**src/rtl/mem_snoop_multi.sv**
```systemverilog
// mem_snoop_multi: multi-channel data-memory write snoop with cycle timestamps.
// Passively watches the core's data write port. It matches up to NUM_CH
// address/data/mask triplets and timestamps each first hit relative to the
// start of the run. State, counts and configuration are exposed through a
// word-addressed register port.
// Optional feature macro: SNOOP_TIMEOUT_EN adds the TIMEOUT register (0x0C)
// and the TIMEOUT state. When it is undefined, 0x0C reads 0 and ignores writes.

module mem_snoop_multi #(
    parameter int NUM_CH = 4,
    parameter int ADDR_W = 32,
    parameter int CNT_W  = 32
) (
    input  logic              clk,
    input  logic              rst_n,
    input  logic              fetch_enable,
    input  logic              data_req,
    input  logic              data_gnt,
    input  logic              data_we,
    input  logic [3:0]        data_be,
    input  logic [ADDR_W-1:0] data_addr,
    input  logic [31:0]       data_wdata,
    input  logic              reg_we,
    input  logic              reg_re,
    input  logic [7:0]        reg_addr,
    input  logic [31:0]       reg_wdata,
    output logic [31:0]       reg_rdata,
    output logic              reg_rvalid,
    output logic              end_detected,
    output logic              irq
);

    typedef enum logic [1:0] {
        ST_IDLE    = 2'd0,
        ST_RUN     = 2'd1,
        ST_DONE    = 2'd2,
        ST_TIMEOUT = 2'd3
    } state_t;

    localparam logic [5:0] W_STATUS  = 6'h00;
    localparam logic [5:0] W_END     = 6'h01;
    localparam logic [5:0] W_CTRL    = 6'h02;
    localparam logic [5:0] W_TIMEOUT = 6'h03;
    localparam logic [5:0] W_CYCLES  = 6'h04;
    localparam logic [3:0] NUM_CH_L  = 4'(NUM_CH);

    state_t            state;
    logic              fe_q;
    logic [CNT_W-1:0]  cycles;
    logic [CNT_W-1:0]  end_cycles;
    logic [NUM_CH-1:0] hit;
    logic [NUM_CH-1:0] en;
    logic              mode;
    logic [31:0]       addr_r [NUM_CH];
    logic [31:0]       data_r [NUM_CH];
    logic [31:0]       mask_r [NUM_CH];
    logic [CNT_W-1:0]  cap_r  [NUM_CH];
    logic [3:0]        byte_used [NUM_CH];
`ifdef SNOOP_TIMEOUT_EN
    logic [31:0]       timeout_val;
`endif

    logic [NUM_CH-1:0] match;
    logic [NUM_CH-1:0] new_hit;
    logic [NUM_CH-1:0] hit_next;
    logic              accepted;
    logic              complete;
    logic              tmo_hit;
    logic              fe_rise;
    logic              clear_req;
    logic [5:0]        word;
    logic [3:0]        ch_num;
    logic [1:0]        sub;
    logic              ch_valid;
    logic [31:0]       status_w;
    logic [31:0]       ctrl_w;
    logic [31:0]       rd_mux;
    logic              unused_bits;

    // Byte-address low bits carry no information for word-granular matching/decoding.
    assign unused_bits = ^{reg_addr[1:0], data_addr[1:0]};

    // Register decode: fixed words below 0x20, then four words per channel.
    always_comb begin
        word      = reg_addr[7:2];
        ch_num    = word[5:2] - 4'd2;
        sub       = word[1:0];
        ch_valid  = (word >= 6'd8) && (word < 6'd40) && (ch_num < NUM_CH_L);
        clear_req = reg_we && (word == W_CTRL) && reg_wdata[31];
        fe_rise   = fetch_enable && !fe_q;
    end

    // Per-channel compare of the snooped write against its address/data/mask triplet.
    always_comb begin
        accepted = data_req && data_gnt && data_we;
        for (int i = 0; i < NUM_CH; i++) begin
            for (int b = 0; b < 4; b++) begin
                byte_used[i][b] = |mask_r[i][8*b +: 8];
            end
            match[i] = accepted
                    && (data_addr[ADDR_W-1:2] == addr_r[i][ADDR_W-1:2])
                    && (((data_wdata ^ data_r[i]) & mask_r[i]) == 32'd0)
                    && ((byte_used[i] & ~data_be) == 4'd0);
        end
        new_hit  = match & en & ~hit & {NUM_CH{state == ST_RUN}};
        hit_next = hit | new_hit;
    end

    // Completion (ANY/ALL over enabled channels, including this cycle's hits) and timeout.
    always_comb begin
        complete = 1'b0;
        if (state == ST_RUN && en != '0) begin
            if (mode) begin
                complete = ((hit_next & en) == en);
            end else begin
                complete = |(hit_next & en);
            end
        end
`ifdef SNOOP_TIMEOUT_EN
        tmo_hit = (state == ST_RUN) && (timeout_val != 32'd0)
               && (32'(cycles) == (timeout_val - 32'd1));
`else
        tmo_hit = 1'b0;
`endif
    end

    // Configuration registers written through the register port.
    always_ff @(posedge clk or negedge rst_n) begin
        if (!rst_n) begin
            en   <= NUM_CH'(1);
            mode <= 1'b0;
`ifdef SNOOP_TIMEOUT_EN
            timeout_val <= 32'd0;
`endif
            for (int i = 0; i < NUM_CH; i++) begin
                if (i == 0) begin
                    addr_r[i] <= 32'h0010_2000;
                    data_r[i] <= 32'hDEAD_BEEF;
                    mask_r[i] <= 32'hFFFF_FFFF;
                end else begin
                    addr_r[i] <= 32'd0;
                    data_r[i] <= 32'd0;
                    mask_r[i] <= 32'd0;
                end
            end
        end else if (reg_we) begin
            if (word == W_CTRL) begin
                en   <= reg_wdata[NUM_CH-1:0];
                mode <= reg_wdata[16];
            end
`ifdef SNOOP_TIMEOUT_EN
            if (word == W_TIMEOUT) begin
                timeout_val <= reg_wdata;
            end
`endif
            for (int i = 0; i < NUM_CH; i++) begin
                if (ch_valid && ch_num == 4'(i)) begin
                    case (sub)
                        2'd0:    addr_r[i] <= reg_wdata;
                        2'd1:    data_r[i] <= reg_wdata;
                        2'd2:    mask_r[i] <= reg_wdata;
                        default: ;
                    endcase
                end
            end
        end
    end

    // Run-control FSM with cycle counter, hit capture and registered end/irq outputs.
    always_ff @(posedge clk or negedge rst_n) begin
        if (!rst_n) begin
            state        <= ST_IDLE;
            fe_q         <= 1'b0;
            cycles       <= '0;
            end_cycles   <= '0;
            hit          <= '0;
            end_detected <= 1'b0;
            irq          <= 1'b0;
            for (int i = 0; i < NUM_CH; i++) begin
                cap_r[i] <= '0;
            end
        end else begin
            fe_q <= fetch_enable;
            irq  <= 1'b0;
            if (clear_req) begin
                state        <= ST_IDLE;
                cycles       <= '0;
                end_cycles   <= '0;
                hit          <= '0;
                end_detected <= 1'b0;
                for (int i = 0; i < NUM_CH; i++) begin
                    cap_r[i] <= '0;
                end
            end else begin
                case (state)
                    ST_IDLE: begin
                        if (fe_rise) begin
                            state      <= ST_RUN;
                            cycles     <= '0;
                            end_cycles <= '0;
                            hit        <= '0;
                            for (int i = 0; i < NUM_CH; i++) begin
                                cap_r[i] <= '0;
                            end
                        end
                    end
                    ST_RUN: begin
                        hit <= hit_next;
                        for (int i = 0; i < NUM_CH; i++) begin
                            if (new_hit[i]) begin
                                cap_r[i] <= cycles;
                            end
                        end
                        if (complete) begin
                            state        <= ST_DONE;
                            end_cycles   <= cycles;
                            end_detected <= 1'b1;
                            irq          <= 1'b1;
                        end else if (tmo_hit) begin
                            state <= ST_TIMEOUT;
                            irq   <= 1'b1;
                        end else if (!fetch_enable) begin
                            state <= ST_IDLE;
                        end else if (cycles != '1) begin
                            cycles <= cycles + CNT_W'(1);
                        end
                    end
                    ST_DONE, ST_TIMEOUT: ;
                    default: state <= ST_IDLE;
                endcase
            end
        end
    end

    // Read mux over status, counters, configuration and per-channel registers.
    always_comb begin
        status_w        = 32'd0;
        status_w[NUM_CH-1:0] = hit;
        status_w[16]    = (state == ST_DONE);
        status_w[17]    = (state == ST_TIMEOUT);
        status_w[19:18] = state;
        ctrl_w          = 32'd0;
        ctrl_w[NUM_CH-1:0] = en;
        ctrl_w[16]      = mode;
        rd_mux          = 32'd0;
        case (word)
            W_STATUS:  rd_mux = status_w;
            W_END:     rd_mux = 32'(end_cycles);
            W_CTRL:    rd_mux = ctrl_w;
`ifdef SNOOP_TIMEOUT_EN
            W_TIMEOUT: rd_mux = timeout_val;
`else
            W_TIMEOUT: rd_mux = 32'd0;
`endif
            W_CYCLES:  rd_mux = 32'(cycles);
            default: begin
                for (int i = 0; i < NUM_CH; i++) begin
                    if (ch_valid && ch_num == 4'(i)) begin
                        case (sub)
                            2'd0:    rd_mux = addr_r[i];
                            2'd1:    rd_mux = data_r[i];
                            2'd2:    rd_mux = mask_r[i];
                            default: rd_mux = 32'(cap_r[i]);
                        endcase
                    end
                end
            end
        endcase
    end

    // Read data is registered one cycle after the strobe, sampling pre-write values.
    always_ff @(posedge clk or negedge rst_n) begin
        if (!rst_n) begin
            reg_rdata  <= 32'd0;
            reg_rvalid <= 1'b0;
        end else begin
            reg_rvalid <= reg_re;
            reg_rdata  <= reg_re ? rd_mux : 32'd0;
        end
    end

endmodule

```
**config.mk**
```make
export PLATFORM = sky130hd
export DESIGN_NAME = mem_snoop_multi
export DESIGN_NICKNAME = d
export VERILOG_FILES = /design/src/rtl/mem_snoop_multi.sv
export SDC_FILE = /design/constraint.sdc
export NUM_CORES = 1
export LEC_CHECK = 0
export CELL_PAD_IN_SITES_DETAIL_PLACEMENT = 1
export CELL_PAD_IN_SITES_GLOBAL_PLACEMENT = 1
export CORE_AREA = 2 2 321 292
export CTS_BUF_LIST = sky130_fd_sc_hd__clkbuf_4
export DETAILED_ROUTE_END_ITERATION = 10
export DIE_AREA = 0 0 323 294
export PLACE_DENSITY_LB_ADDON = 0.1
export SLEW_MARGIN = 5
export SYNTH_ARGS = -nofsm -noshare
export SYNTH_HDL_FRONTEND = slang
export SYNTH_SLANG_ARGS = --single-unit
```
**constraint.sdc**
```tcl
create_clock -name clk -period 9 [get_ports clk]
set_input_delay 2.25 -clock clk [delete_from_list [all_inputs] [get_ports clk]]
set_output_delay 2.25 -clock clk [all_outputs]
set_load 0.02 [all_outputs]
```
Yosys cells after proc, flatten, opt, wreduce, memory -nomap -nowiden
Index checks and enable logic that the tools add are counted.
{ "totals": {"elab_cells": 201, "output_inout_bits": 35, "register_bits": 623} }
{ "op_classes": {"n_bitwise": 19, "mux": 42, "eq_ne": 28, "add_sub_neg": 2, "reduce_logical": 80, "order_cmp": 3} }
{ "op_table": {"columns": ["cell", "count"], "rows": [
  ["32-bit two-way mux", 16],
  ["32-bit one-hot mux with 3 select lines", 4],
  ["128-bit two-way mux", 2],
  ["128-bit one-hot mux with 2 select lines", 1],
  ["32-bit one-hot mux with 5 select lines", 1],
  ["32-bit bitwise AND", 4],
  ["32-bit logical NOT", 4],
  ["32-bit one-hot mux with 2 select lines", 2],
  ["8-bit OR reduction", 16],
  ["32-bit bitwise XOR", 4],
  ["30-bit == test", 4],
  ["3-bit AND reduction", 18],
  ["32-bit by 1-bit adder with 32-bit output, second input constant", 1],
  ["4-bit bitwise AND", 8],
  ["32-bit != test, second input constant", 1],
  ["1-bit logical AND", 24],
  ["3-bit != test, second input constant", 8],
  ["4-bit logical NOT", 5],
  ["6-bit by 2-bit == test with 1-bit output, second input constant", 2],
  ["4-bit by 2-bit == test with 1-bit output, second input constant", 2],
  ["1-bit two-way mux", 8],
  ["2-bit two-way mux", 4],
  ["4-bit two-way mux", 2],
  ["4-bit inverter", 2],
  ["other kinds (24)", 31]
]} }

Depth between registers and ports, before layout
{ "depth": {"word_depth": 16, "ltp_mapped": 13, "ltp_nobuf": 10} }

Least setup slack after synthesis
Ideal clock, no wire load.
{ "synth_path": {"kind": "input-to-reg", "startpoint": "input port reg_addr[4]", "endpoint": "register cap_r[33] (netlist name)", "path_slack_ns": 4.277, "stages": 9, "t_arrival_ns": 4.599, "path_buffers": 3, "path_cell_list": "buf_2 or4_1 nor3b_2 and3_1 nor2_1 buf_2 a21oi_1 buf_2 mux2_2"} }
{ "synth_via": {"elab_chain_cells": 5, "word_cells_on_any_way": 8, "cone_classes": "3 x eq/ne; 1 x mux; 4 x reduce/logical"} }
{ "synth_rtl": {"columns": ["item", "line", "text"], "rows": [
  ["start, declared", "25", "input logic [7:0] reg_addr,"],
  ["6-bit by 2-bit == test with 1-bit output (*)", "89", "clear_req = reg_we && (word == W_CTRL) && reg_wdata[31];"],
  ["1-bit logical AND (*) (2 in a row)", "89", null],
  ["3-bit != test (no source line) / 3-bit nonzero test (equally long branches)", null, null],
  ["3-bit AND reduction (no source line)", null, null],
  ["end signal, assigned by index", "211", "cap_r[i] <= cycles;"],
  ["end, declared", "57", "logic [CNT_W-1:0] cap_r [NUM_CH];"]
]} }
Every way passes the cells marked *; elsewhere a longest branch is shown, timed or not.
A chain may end at the register's enable or synchronous reset.

Worst setup path in the final report
{ "layout_path": {"startpoint": "input port data_addr[31]", "endpoint": "register cycles[0]"} }
{ "layout_via": {"elab_chain_cells": 14, "word_cells_on_any_way": 27, "cone_classes": "6 x eq/ne; 2 x mux; 5 x bitwise; 14 x reduce/logical"} }
{ "layout_rtl": {"columns": ["item", "line", "text"], "rows": [
  ["start, declared", "21", "input logic [ADDR_W-1:0] data_addr,"],
  ["30-bit == test", "101", "&& (data_addr[ADDR_W-1:2] == addr_r[i][ADDR_W-1:2])"],
  ["1-bit logical AND", "101", null],
  ["1-bit logical AND", "102", "&& (((data_wdata ^ data_r[i]) & mask_r[i]) == 32'd0)"],
  ["1-bit logical AND", "103", "&& ((byte_used[i] & ~data_be) == 4'd0);"],
  ["4-bit bitwise AND (*) (3 in a row)", "105", "new_hit = match & en & ~hit & {NUM_CH{state == ST_RUN}};"],
  ["4-bit bitwise OR (*)", "106", "hit_next = hit | new_hit;"],
  ["4-bit bitwise AND (*)", "114, 116", null],
  ["4-bit == test / 4-bit OR reduction (equally long branches)", "114, 116", null],
  ["1-bit two-way mux (*)", "113", "if (mode) begin"],
  ["1-bit two-way mux (*)", "112", "if (state == ST_RUN && en != '0) begin"],
  ["3-bit != test (no source line) (*)", null, null],
  ["5-bit AND reduction (no source line) (*)", null, null],
  ["end signal, assigned", "225", "cycles <= cycles + CNT_W'(1);"],
  ["end, declared", "49", "logic [CNT_W-1:0] cycles;"]
]} }
Marked as above.

==> run metrics <==
Post-Syn Area=around 0.032 mm2; outcome=completed; Clock Latency Late Sink=1110 ps; Final setup viols=0; Die Footprint=roughly 0.095 mm2; Port Buffers=146; antenna violation net count after detailed routing=0; maximum buffer depth of the clock tree=3; Async SR Flop Fraction=100%; detailed-router iteration count before antenna repair=6; startpoint class of the critical path=input port; hold path startpoint=end_cycles[0]; Die Span Y=~300 um; final setup margin=2920 ps; area of the multi-input gates=around 0.016 mm2; Fin. Hold Viols=0; Residual DRC=0; hold path depth=1; Setup Buffers After CTS=0; post-synthesis register bit count=between 600 and 700; CTS tree=done; Initial Util=34.7%; # nets final=around 2600; Syn Nets=~2400; Place WS=~2000 ps; first-pass GRT wire length=~200000 um; r2r worst-path depth=8; RD Place Congestion=1.02; DRT Wirelength=~140000 um; final period utilization=about two thirds; Worst Skew=approximately 75 ps; EDFF count, synth=0; Area growth, synth to finish=16.3%; Period minus WS final=6080 ps; Reg area=0.0157 mm2; Avg Inst Size Synth=about 14 um2; TNS Setup=0 ps; Leakage=approximately 0.017 uW; worst path required time=approximately 10000 ps; fin. max-slew vios=0; FF-to-FF End=cap_r[111]; Power Dens Cells=roughly 220 mW/mm2; Top-Level Pins=around 150; Vias/cell=roughly 6; largest net degree at the start of global routing=around 170; worst vdd ir=~0.14 mV; Vias=between 20000 and 25000; WL/cell=36.4 um; RSZ-0062 raised after global routing=false; GRT Util Overall=~30%; Post-CTS Resized=0; share of cells above drive strength 1=between 40 and 50%; detailed placement HPWL=just under 100000 um; leading cell types in the layout, fill and taps excluded=dfrtp_1, mux2_2, clkbuf_4, xor2_1, mux4_2; Yosys cell types=just over 60; FP Rows=around 110; Synth area leaders=dfrtp_1, mux2_2, mux4_2; core area=0.0918 mm2; slowest cell on the critical path=nor3_1; Reg clk slew, reported paths=70 ps; ys flop type=dfrtp_1; Layout fillers=about 9500; leading area contributor after synthesis=dfrtp_1; Rel. slew slack=19.6%; Slew @ Worst Pin=1200 ps; final hold slack=~500 ps; number of global-route vias before repair=24128; die span in x=roughly 320 um; drt first-iter violations=2254; post-synthesis sequential area ratio=between 40% and 50%; FF-to-FF Start=mask_r[109]; CTS buffer count=between 150 and 200; r2r setup slk=4220 ps; Min-Delay Endpoint=end_cycles[0]; cell repeated most along the worst path=nand4_1; Max Cap Viol=0; crit path DAT=about 7000 ps; H-tree depth=4; Crit Path Category=input port to flip-flop; CTS root buf=clkbuf_4; worst hold path type=flip-flop to flip-flop; Synth warnings=0; Critical Path Fanout Max=89; antenna violations before repair=6; worst path cell trace=clkdlybuf4s50_1 -> xor2_1 -> nor4_1 -> nand4_1 -> nor3_1 -> nand4_1 -> a32oi_1 -> a31oi_1 -> nor3_4 -> buf_4 -> nor2_4 -> mux2_4; Worst Setup End Kind=flip-flop; # clock sinks=approximately 620; Max Freq=approximately 160 MHz; top-area cell type share of the netlist area=between 40% and 50%; max incr delay on CP=around 890 ps; Synth Instances=around 2300; Post-CTS Hold Fix Bufs=0; commonest non-fill, non-tap cell in the layout=dfrtp_1; gr ovfl total=0
==> stage by stage <==
stage | total power [uW] | utilization (%) | instances | cell area, um2
finish | 8140 | 40.4 | 3918 | 37000
floorplan | 4270 | - | 2318 | 31800
global route | 8440 | 40.4 | 3913 | 37000
detailed placement | 5280 | 37.7 | 3573 | 34600
global placement | 5250 | 37.7 | 3573 | 34600
CTS | 8170 | 40.3 | 3907 | 37000
==> kinds of logic (layout without fill, tap and decap cells) <==
logic type / count (synthesis) / after routing / share of synthesized area (%)
multiplexers: 682 / 682 / 29.8
buffers and inverters: 175 / 522 / 2.32
AND/OR/NAND/NOR: 344 / 344 / 6.12
AO/OA/AOI/OAI: 244 / 244 / 5.70
other: 0 / 11 / 0
adder cells (fa/ha/maj): 2 / 2 / 0.0786
XOR/XNOR: 248 / 248 / 6.82
flip-flops: 623 / 623 / 49.2
==> worst max-delay path, delay by kind of cell <==
family          cells  cell delay [ps]
simple gates        6             2190
buf+inv             2             1460
compound gates      2              470
mux                 1              330
xor+xnor            1              290
==> flip-flops by register name, indices dropped and copies added (netlist names) <==
name          flops
data_r          128
end_cycles       32
fe_q              1
reg_rdata        32
irq               1
hit               4
cap_r           128
cycles           32
en                4
mask_r          128
addr_r          128
state             2
reg_rvalid        1
end_detected      1
mode              1
==> Yosys cell counts, types with 34 or more instances <==
master and instances:
nor4_1 64, a22oi_1 76, xor2_1 214, a21oi_1 41
mux2_2 517, xnor2_1 34, and3_1 41, clkbuf_1 84
dfstp_2 59, buf_1 48, nand4_1 48, mux4_2 160
dfrtp_1 564, nor2_1 59, nand2_1 46
==> how the worst max path moves through the flow <==
stage | from | endpoint | slack, ps | depth (start not counted)
after floorplan | reg_addr[4] | cap_r[33] | 4280 | 9
after global placement | data_addr[17] | cycles[0] | 2100 | 12
after detailed placement | data_addr[17] | cycles[0] | 2020 | 12
after CTS | data_addr[17] | cycles[0] | 3190 | 12
after global routing | data_addr[17] | cycles[0] | 2900 | 12
final | data_addr[31] | cycles[0] | 2920 | 12
==> power breakdown <==
part	leakage, uW	internal [uW]	switching [uW]
combinational	0.00716	683	1200
clock	0.00145	1530	1350
sequential	0.00833	3060	324
total	0.0169	5270	2870
==> final cells by class <==
type	instances	area share [%]
diodes	11	0.0743
clock inverters	47	0.767
well taps	1242	4.19
flip-flops and latches	623	42.3
clock buffers	287	5.82
multi-input cells	1520	42.1
repair buffers	176	4.66
inverters	12	0.122
==> per-layer routing <==
metal,global-route usage (%),vias to the layer above,routed length (um)
met5,0,-,0
met4,10.5,0,4610
met3,5.99,220,9620
met2,45.9,931,64400
met1,43.1,12783,63800
li1,-,9326,-
No activity file was read; power rests on OpenSTA's default activity.
